## config.mk

```make
export PLATFORM = sky130hd
export DESIGN_NAME = axil_rd_master
export DESIGN_NICKNAME = d
export VERILOG_FILES = /design/src/rtl/axil_pkg.sv /design/src/rtl/axil_stall_timer.sv /design/src/rtl/axil_rd_master.sv
export SDC_FILE = /design/constraint.sdc
export NUM_CORES = 1
export LEC_CHECK = 0
export CORE_MARGIN = 2
export CORE_UTILIZATION = 46
export CTS_CLUSTER_DIAMETER = 150
export DETAILED_ROUTE_END_ITERATION = 10
export PLACE_DENSITY = 0.84
export SLEW_MARGIN = 5
export SYNTH_ARGS = -nofsm -noshare
export SYNTH_HDL_FRONTEND = slang
export SYNTH_SLANG_ARGS = --single-unit
export TNS_END_PERCENT = 30
```

## constraint.sdc

```tcl
create_clock -name CLK -period 3.7 [get_ports CLK]
set_clock_uncertainty 0.1 [all_clocks]
set_input_delay 0.74 -clock CLK [delete_from_list [all_inputs] [get_ports CLK]]
set_output_delay 0.74 -clock CLK [all_outputs]
set_load 0.1 [all_outputs]
```

## src/rtl/axil_pkg.sv

```systemverilog
// Shared AXI4-Lite types for the read master and the slave FSMs.
// Pure declarations: no logic, no latency, no flow control.
package axil_pkg;

    typedef enum logic [1:0] {
        OKAY   = 2'b00,
        EXOKAY = 2'b01,
        SLVERR = 2'b10,
        DECERR = 2'b11
    } axi_resp_t;

    typedef enum logic [1:0] {
        IDLE = 2'b00,
        ADDR = 2'b01,
        DATA = 2'b10,
        RESP = 2'b11
    } rd_mst_state_t;

    localparam logic [2:0] ARPROT_DEFAULT = 3'b000;

endpackage

```

## src/rtl/axil_stall_timer.sv

```systemverilog
// Stall watchdog: counts enabled cycles since the last clear and pulses expired once on reaching the limit.
// Pulse is registered (visible the cycle after the limit-th stalled cycle); saturates, no backpressure.
module axil_stall_timer #(
    parameter int unsigned TIMEOUT_CYCLES = 256
) (
    input  logic CLK,
    input  logic RSTn,
    input  logic clear,
    input  logic count_en,
    output logic expired
);

    generate
        if (TIMEOUT_CYCLES == 0) begin : g_off
            logic unused_inputs;
            assign unused_inputs = clear ^ count_en ^ CLK ^ RSTn;
            assign expired = 1'b0;
        end else begin : g_on
            localparam int W = $clog2(TIMEOUT_CYCLES + 1);
            localparam logic [W-1:0] LIM    = W'(TIMEOUT_CYCLES);
            localparam logic [W-1:0] LIM_M1 = W'(TIMEOUT_CYCLES - 1);

            logic [W-1:0] cnt;

            always_ff @(posedge CLK or negedge RSTn) begin
                if (!RSTn) begin
                    cnt     <= '0;
                    expired <= 1'b0;
                end else if (clear) begin
                    cnt     <= '0;
                    expired <= 1'b0;
                end else begin
                    // Fires only on the step into LIM; once saturated there is no re-pulse.
                    expired <= count_en && (cnt == LIM_M1);
                    if (count_en && (cnt != LIM))
                        cnt <= cnt + W'(1);
                end
            end
        end
    endgenerate

endmodule

```

## src/rtl/axil_rd_master.sv

```systemverilog
// AXI4-Lite read initiator, one transaction outstanding; cmd->ARVALID 1 cycle, >=4 cycles per read.
// Stalls on ARREADY/RVALID/rsp_ready indefinitely; timeout only flags a slow slave.
module axil_rd_master
    import axil_pkg::*;
#(
    parameter int DATA_WIDTH     = 32,
    parameter int ADDR_WIDTH     = 6,
    parameter int TIMEOUT_CYCLES = 256
) (
    input  logic                  CLK,
    input  logic                  RSTn,
    input  logic                  cmd_valid,
    output logic                  cmd_ready,
    input  logic [ADDR_WIDTH-1:0] cmd_addr,
    output logic                  ARVALID,
    input  logic                  ARREADY,
    output logic [ADDR_WIDTH-1:0] ARADDR,
    output logic [2:0]            ARPROT,
    input  logic                  RVALID,
    output logic                  RREADY,
    input  logic [DATA_WIDTH-1:0] RDATA,
    input  logic [1:0]            RRESP,
    output logic                  rsp_valid,
    input  logic                  rsp_ready,
    output logic [DATA_WIDTH-1:0] rsp_data,
    output logic [1:0]            rsp_resp,
    output logic                  timeout
);

    localparam int OFFS = $clog2(DATA_WIDTH / 8);
    localparam logic [ADDR_WIDTH-1:0] ADDR_MASK = ~ADDR_WIDTH'((1 << OFFS) - 1);

    rd_mst_state_t state, state_nxt;
    logic accept, ar_hs, r_hs, rsp_hs;
    logic stall_clear, stall_en;

    always_comb begin
        state_nxt = state;
        accept    = 1'b0;
        ar_hs     = 1'b0;
        r_hs      = 1'b0;
        rsp_hs    = 1'b0;
        case (state)
            IDLE: if (cmd_valid) begin
                accept    = 1'b1;
                state_nxt = ADDR;
            end
            ADDR: if (ARREADY) begin
                ar_hs     = 1'b1;
                state_nxt = DATA;
            end
            DATA: if (RVALID) begin
                r_hs      = 1'b1;
                state_nxt = RESP;
            end
            RESP: if (rsp_ready) begin
                rsp_hs    = 1'b1;
                state_nxt = IDLE;
            end
            default: state_nxt = IDLE;
        endcase
    end

    // Counter restarts on entry to each waiting phase.
    assign stall_clear = accept | ar_hs;
    assign stall_en    = ((state == ADDR) && !ARREADY) || ((state == DATA) && !RVALID);

    always_ff @(posedge CLK or negedge RSTn) begin
        if (!RSTn) begin
            state     <= IDLE;
            cmd_ready <= 1'b1;
            ARVALID   <= 1'b0;
            ARADDR    <= '0;
            RREADY    <= 1'b0;
            rsp_valid <= 1'b0;
            rsp_data  <= '0;
            rsp_resp  <= OKAY;
        end else begin
            state <= state_nxt;
            if (accept) begin
                ARADDR    <= cmd_addr & ADDR_MASK;
                ARVALID   <= 1'b1;
                cmd_ready <= 1'b0;
            end
            if (ar_hs) begin
                ARVALID <= 1'b0;
                RREADY  <= 1'b1;
            end
            if (r_hs) begin
                rsp_data  <= RDATA;
                rsp_resp  <= RRESP;
                RREADY    <= 1'b0;
                rsp_valid <= 1'b1;
            end
            if (rsp_hs) begin
                rsp_valid <= 1'b0;
                cmd_ready <= 1'b1;
            end
        end
    end

    assign ARPROT = ARPROT_DEFAULT;

    axil_stall_timer #(
        .TIMEOUT_CYCLES(TIMEOUT_CYCLES)
    ) u_stall_timer (
        .CLK     (CLK),
        .RSTn    (RSTn),
        .clear   (stall_clear),
        .count_en(stall_en),
        .expired (timeout)
    );

endmodule

```

==> results of run 1 <==
area by class of cell:
type	instances	share of cell area [%]
clock buffers	5	2.052
clock inverters	2	0.2985
inverters	8	0.8955
multi-input cells	106	28.13
flip-flops and latches	54	40.34
well taps	70	2.612
repair buffers	87	25.67
path summary, 6_finish.rpt:
check | endpoint | cells after the start | slack, ns
worst max-delay path | rsp_data[20] | 1 | 1.05
worst min-delay path | rsp_data[26]$_DFFE_PN0P_ | 1 | 0.39
worst max register to register | rsp_data[19]$_DFFE_PN0P_ | 4 | 1.61
worst min register to register | rsp_data[26]$_DFFE_PN0P_ | 1 | 0.39
max in group asynchronous | rsp_data[16]$_DFFE_PN0P_ | 2 | 2.33
min in group asynchronous | rsp_data[9]$_DFFE_PN0P_ | 1 | 0.43
through the flow:
step / hold slack, ns / setup WS (ns) / util (%) / std cells / area (um2)
2_1_floorplan: 0.3444 / 1.929 / - / 176 / 2379
3_3_place_gp: 0.3741 / 1.125 / 64.94 / 325 / 3274
3_5_place_dp: 0.3810 / 1.112 / 64.94 / 325 / 3274
4_1_cts: 0.4029 / 1.028 / 66.50 / 332 / 3353
5_1_grt: 0.4249 / 0.9858 / 66.50 / 332 / 3353
6_report: 0.3941 / 1.050 / 66.50 / 332 / 3353
routing by layer:
metal / global-route usage [%] / part of all wire (%) / routed length (um)
met5: 0 / 0 / 0
met1: 21.41 / 41 / 1972
met2: 29.18 / 49 / 2346
met4: 7.602 / 1.8 / 86
met3: 6.085 / 8.4 / 404
cell families (layout without fill, tap and decap cells):
logic type | after synthesis | in the layout | share of synthesized area (%)
other | 1 | 5 | 0.1587
AND/OR/NAND/NOR | 29 | 29 | 7.782
adder cells (fa/ha/maj) | 7 | 7 | 3.705
XOR/XNOR | 6 | 6 | 2.223
flip-flops | 54 | 54 | 57.23
buffers and inverters | 16 | 102 | 3.494
AO/OA/AOI/OAI | 17 | 17 | 5.346
multiplexers | 42 | 42 | 20.06
sequential cells by signal, summed over array words and instances, names as in the netlist:
register / count
RREADY: 1
rsp_data: 32
u_stall_timer.g_on.cnt: 9
state: 2
u_stall_timer.expired: 1
rsp_valid: 1
ARADDR: 4
ARVALID: 1
cmd_ready: 1
rsp_resp: 2
layout by cell type, fill, tap and decap left out, drive strengths merged, types with 2 or more instances in the layout:
master,instances
ha,7
nand3,2
nand4,2
conb,5
a21oi,8
nor2,11
dfrtp,53
xnor2,5
nor4b,2
nand2b,2
clkinv,2
nor2b,2
mux2,40
a211oi,3
nand2,8
mux2i,2
clkdlybuf4s50,84
clkbuf,5
buf,3
inv,8
==> results.py, run 1 <==
metrics = {
    "outcome": {
        "status": "complete, no violations",
    },
    "yosys": {
        "synth.top_cell.area_share_pct": 56.11,
        "synth.most_common_cell": "dfrtp_1",
        "async_flop_share_pct": 100.0,
        "ys_seq_elements": 54,
        "avgSynthCellArea_um2": 13.74,
        "synth.distinct_cells": 32,
        "netlist_area_mm2": 0.002364,
        "synth_top_area_cell": "dfrtp_1",
        "synth-main-ff-cell": "dfrtp_1",
        "ys_warn_count": 0,
        "synth_area_leaders": "dfrtp_1 56%, mux2_2 16%, ha_1 3.7%, mux2_1 2.4%, nor4b_4 2.0%",
        "seq_area_frac_synth_pct": 57.23,
        "synth_common_cells": "53 x dfrtp_1, 34 x mux2_2, 10 x nor2_1, 8 x a21oi_1, 8 x inv_1",
        "synth-edff-count": 0,
        "netlist_instances": 172,
    },
    "job": {
        "maxCapViolCount": 0,
    },
    "sta": {
        "setup_tns_ns": 0,
        "worst_slew_pin_slew_ns": 0.9872,
        "rsz0062_at_grt": "no",
        "hold_violations": 0,
        "setup_violations": 0,
        "fmax_ghz": 0.3774,
        "slew_violations": 0,
        "post-route-min-period_ns": 2.650,
        "maxSlewHeadroom_pct": 33.98,
        "min_period_over_period_pct": 71.61,
    },
    "drt": {
        "wl_per_cell_um": 14.48,
        "firstDrtPassIters": 4,
        "via_per_inst": 4.901,
        "routed_wl_um": 4808,
        "vias": 1627,
        "drt_iter0_drc": 47,
        "drcViolationCount": 0,
        "ant_nets": 0,
    },
    "clock_tree": {
        "post_cts_resized": 0,
        "cts_tree": "done",
        "insertion_delay_ns": 0.30,
        "postCtsHoldBufs": 0,
        "cts-root-buf": "clkbuf_8",
        "clockBufferDepth": 2,
        "htreeDepth": 2,
        "cts_buffers": 5,
        "path_clk_slew_ns": 0.09,
        "cts.sinks": 54,
        "post_cts_buffers": 0,
    },
    "floorplan": {
        "core_area_mm2": 0.005042,
        "die_w_um": 75.68,
        "ios": 94,
        "start_util_pct": 46.87,
        "die_h_um": 75.68,
        "rows": 26,
        "die-area_mm2": 0.005727,
    },
    "place": {
        "gp_congestion": 0.8729,
        "io_buffers": 86,
        "dp_hpwl_um": 3554,
    },
    "setup_path": {
        "path_delay_family": "buffers and inverters",
        "r2r_start": "state[0]$_DFFE_PN0P_",
        "crit_type": "reg2out",
        "crit_path_start": "rsp_data[20]$_DFFE_PN0P_",
        "slowest_delay_ns": 1.13,
        "path_cells": "clkdlybuf4s50_1",
        "path_buf_inv": 1,
        "startpoint_type": "flip-flop",
        "critPathMaxFanout": 2,
        "endpoint_kind": "output pin",
        "required_ns": 2.86,
        "slowest_stage": "clkdlybuf4s50_1",
        "arrival_ns": 1.81,
    },
    "final_layout": {
        "areaGrowthSynthToFinish_pct": 41.87,
        "seqCellArea_mm2": 0.001353,
        "diodes": 0,
        "layout-drive-gt1-share_pct": 21.37,
        "n_fill_cell": 418,
        "fin_nets": 315,
        "multi_input_area_um2": 943.4,
    },
    "global_routing": {
        "overflow": 0,
        "antenna_found_initial": 0,
        "grt_max_degree": 39,
        "grt_pass1_vias": 1583,
        "track_usage_pct": 17.79,
        "grt_pass1_wl_um": 7445,
    },
    "worst_hold_path": {
        "hp-class": "reg2reg",
        "hp-start": "rsp_data[26]$_DFFE_PN0P_",
    },
}
Power of run 1 is not shown: default switching activity piles up to over one toggle a cycle in this logic, so the estimate is an artifact.
==> run 2, diff against run 1 <==
CORE_UTILIZATION = 39   (was 46)
PLACE_DENSITY = 0.76   (was 0.84)
clock period = 2.3 ns   (was 3.7 ns; I/O delays follow)
==> run 2 against run 1 <==
  * Final cell count up 2.7%
  * Worst hold slack worse by 0.33 ns
  * Sequential cell count unchanged
  * Critical endpoint is now u_stall_timer.g_on.cnt[8]$_DFFE_PN0P_
  * Largest cell class unchanged
==> results.py, run 2 (same netlist as run 1, synthesis figures left out) <==
metrics = {
    "drt": {
        "drt-met1-wl_um": 2039,
        "firstDrtPassIters": 2,
        "routed_wl_um": 4708,
        "vias": 1618,
        "ant_nets": 0,
        "wl_per_cell_um": 13.81,
        "wl_met3_um": 377,
        "drcViolationCount": 0,
        "drt_iter0_drc": 37,
        "via_per_inst": 4.745,
        "dr_wl_met2_um": 2275,
        "route.top_layer_used": "met4",
    },
    "place": {
        "dpl.cell_count": 333,
        "gp_congestion": 0.7564,
        "dp_hpwl_um": 3489,
        "place_area_mm2": 0.003223,
        "io_buffers": 86,
    },
    "clock_tree": {
        "htreeDepth": 2,
        "cts-root-buf": "clkbuf_8",
        "postCtsHoldBufs": 0,
        "post_cts_buffers": 0,
        "clockBufferDepth": 2,
        "cts.sinks": 54,
        "path_clk_slew_ns": 0.10,
        "cts_buffers": 5,
        "cts_tree": "done",
        "insertion_delay_ns": 0.30,
        "post_cts_resized": 0,
    },
    "sta": {
        "hold_violations": 0,
        "setup_tns_ns": 0,
        "fmax_ghz": 0.5354,
        "hold_ws_ns": 0.06754,
        "post-route-min-period_ns": 1.868,
        "maxSlewHeadroom_pct": 56.74,
        "slew_violations": 0,
        "min_period_over_period_pct": 81.20,
        "worst_slew_pin_slew_ns": 0.6488,
        "rsz0062_at_grt": "no",
        "setup_violations": 0,
    },
    "setup_path": {
        "critPathMaxFanout": 6,
        "startpoint_type": "flip-flop",
        "required_ns": 2.44,
        "arrival_ns": 2.01,
        "endpoint_kind": "flip-flop",
        "reg2reg_depth": 6,
        "rrSetupSlack_ns": 0.43,
        "crit_type": "reg2reg",
    },
    "final_layout": {
        "layout-drive-gt1-share_pct": 38.35,
        "fin_nets": 318,
        "final_cell_mix": "53 x dfrtp_1, 45 x buf_4, 42 x clkdlybuf4s50_1",
        "final_cells": 341,
        "diodes": 0,
        "layout_commonest_cell": "dfrtp_1",
        "largest_register_ffs": 32,
        "largest_register": "rsp_data",
        "reg_top3": "rsp_data: 32 flops, u_stall_timer.g_on.cnt: 9 flops, ARADDR: 4 flops",
        "fin_area_mm2": 0.003336,
        "areaGrowthSynthToFinish_pct": 41.13,
    },
    "job": {
        "maxCapViolCount": 0,
    },
    "global_routing": {
        "antenna_found_initial": 0,
        "overflow": 0,
        "track_usage_pct": 14.69,
        "grt_pass1_vias": 1694,
        "grt_max_degree": 35,
        "grt_pass1_wl_um": 7583,
    },
    "floorplan": {
        "start_util_pct": 40.16,
        "die-area_mm2": 0.006699,
        "core_area_mm2": 0.005886,
        "ios": 94,
        "rows": 28,
        "die_h_um": 81.85,
        "die_w_um": 81.85,
    },
    "worst_hold_path": {
        "hp-class": "in2async",
    },
    "outcome": {
        "status": "complete, no violations",
    },
}
==> run 2: cell types whose count changed in the layout (fill, tap and decap cells not counted) <==
| cell | change |
|---|---|
| clkdlybuf4s50_1 | -42 |
| inv_6 | +1 |
| clkinv_2 | -1 |
| buf_4 | +43 |
| buf_12 | +2 |
| bufinv_16 | +1 |
==> run 2: worst paths after layout <==
check	endpoint	start
max reg2reg	u_stall_timer.g_on.cnt[8]$_DFFE_PN0P_	state[0]$_DFFE_PN0P_
min	rsp_data[15]$_DFFE_PN0P_	RSTn
max in group asynchronous	cmd_ready$_DFFE_PN1P_	RSTn
min in group CLK	rsp_data[19]$_DFFE_PN0P_	rsp_data[19]$_DFFE_PN0P_
min reg2reg	rsp_data[19]$_DFFE_PN0P_	rsp_data[19]$_DFFE_PN0P_
max	u_stall_timer.g_on.cnt[8]$_DFFE_PN0P_	state[0]$_DFFE_PN0P_
==> run 2: final cells by class <==
| cell class | count | area [um2] |
|---|---|---|
| multi-input cells | 106 | 943.4 |
| flip-flops and latches | 54 | 1353 |
| repair buffers | 90 | 803.3 |
| fillers | 500 | 2550 |
| well taps | 75 | 93.84 |
| inverters | 8 | 30.03 |
| clock buffers | 5 | 68.82 |
| clock inverters | 3 | 43.79 |
==> run 2: metrics by stage <==
step           util [%]  setup WS, ns
3_3_place_gp      54.76        0.2550
4_1_cts           56.68        0.4183
2_1_floorplan         -        0.6182
5_1_grt           56.68        0.2939
6_report          56.68        0.4324
3_5_place_dp      54.76        0.2339
==> run 2: layer usage <==
layer,up-vias,GRT usage (%)
li1,769,-
met1,786,18.02
met2,61,24.39
met3,2,5.714
met4,0,3.500
met5,-,0
==> run 2: worst max-delay path, cell delays in order (launching register included) <==
cell      delay, ns
dfrtp_1        0.41
inv_1          0.11
ha_1           0.34
nand2b_4       0.12
a22oi_2        0.32
mux2_4         0.34
nor2_2         0.07
Power of run 2 is left out for the same reason.
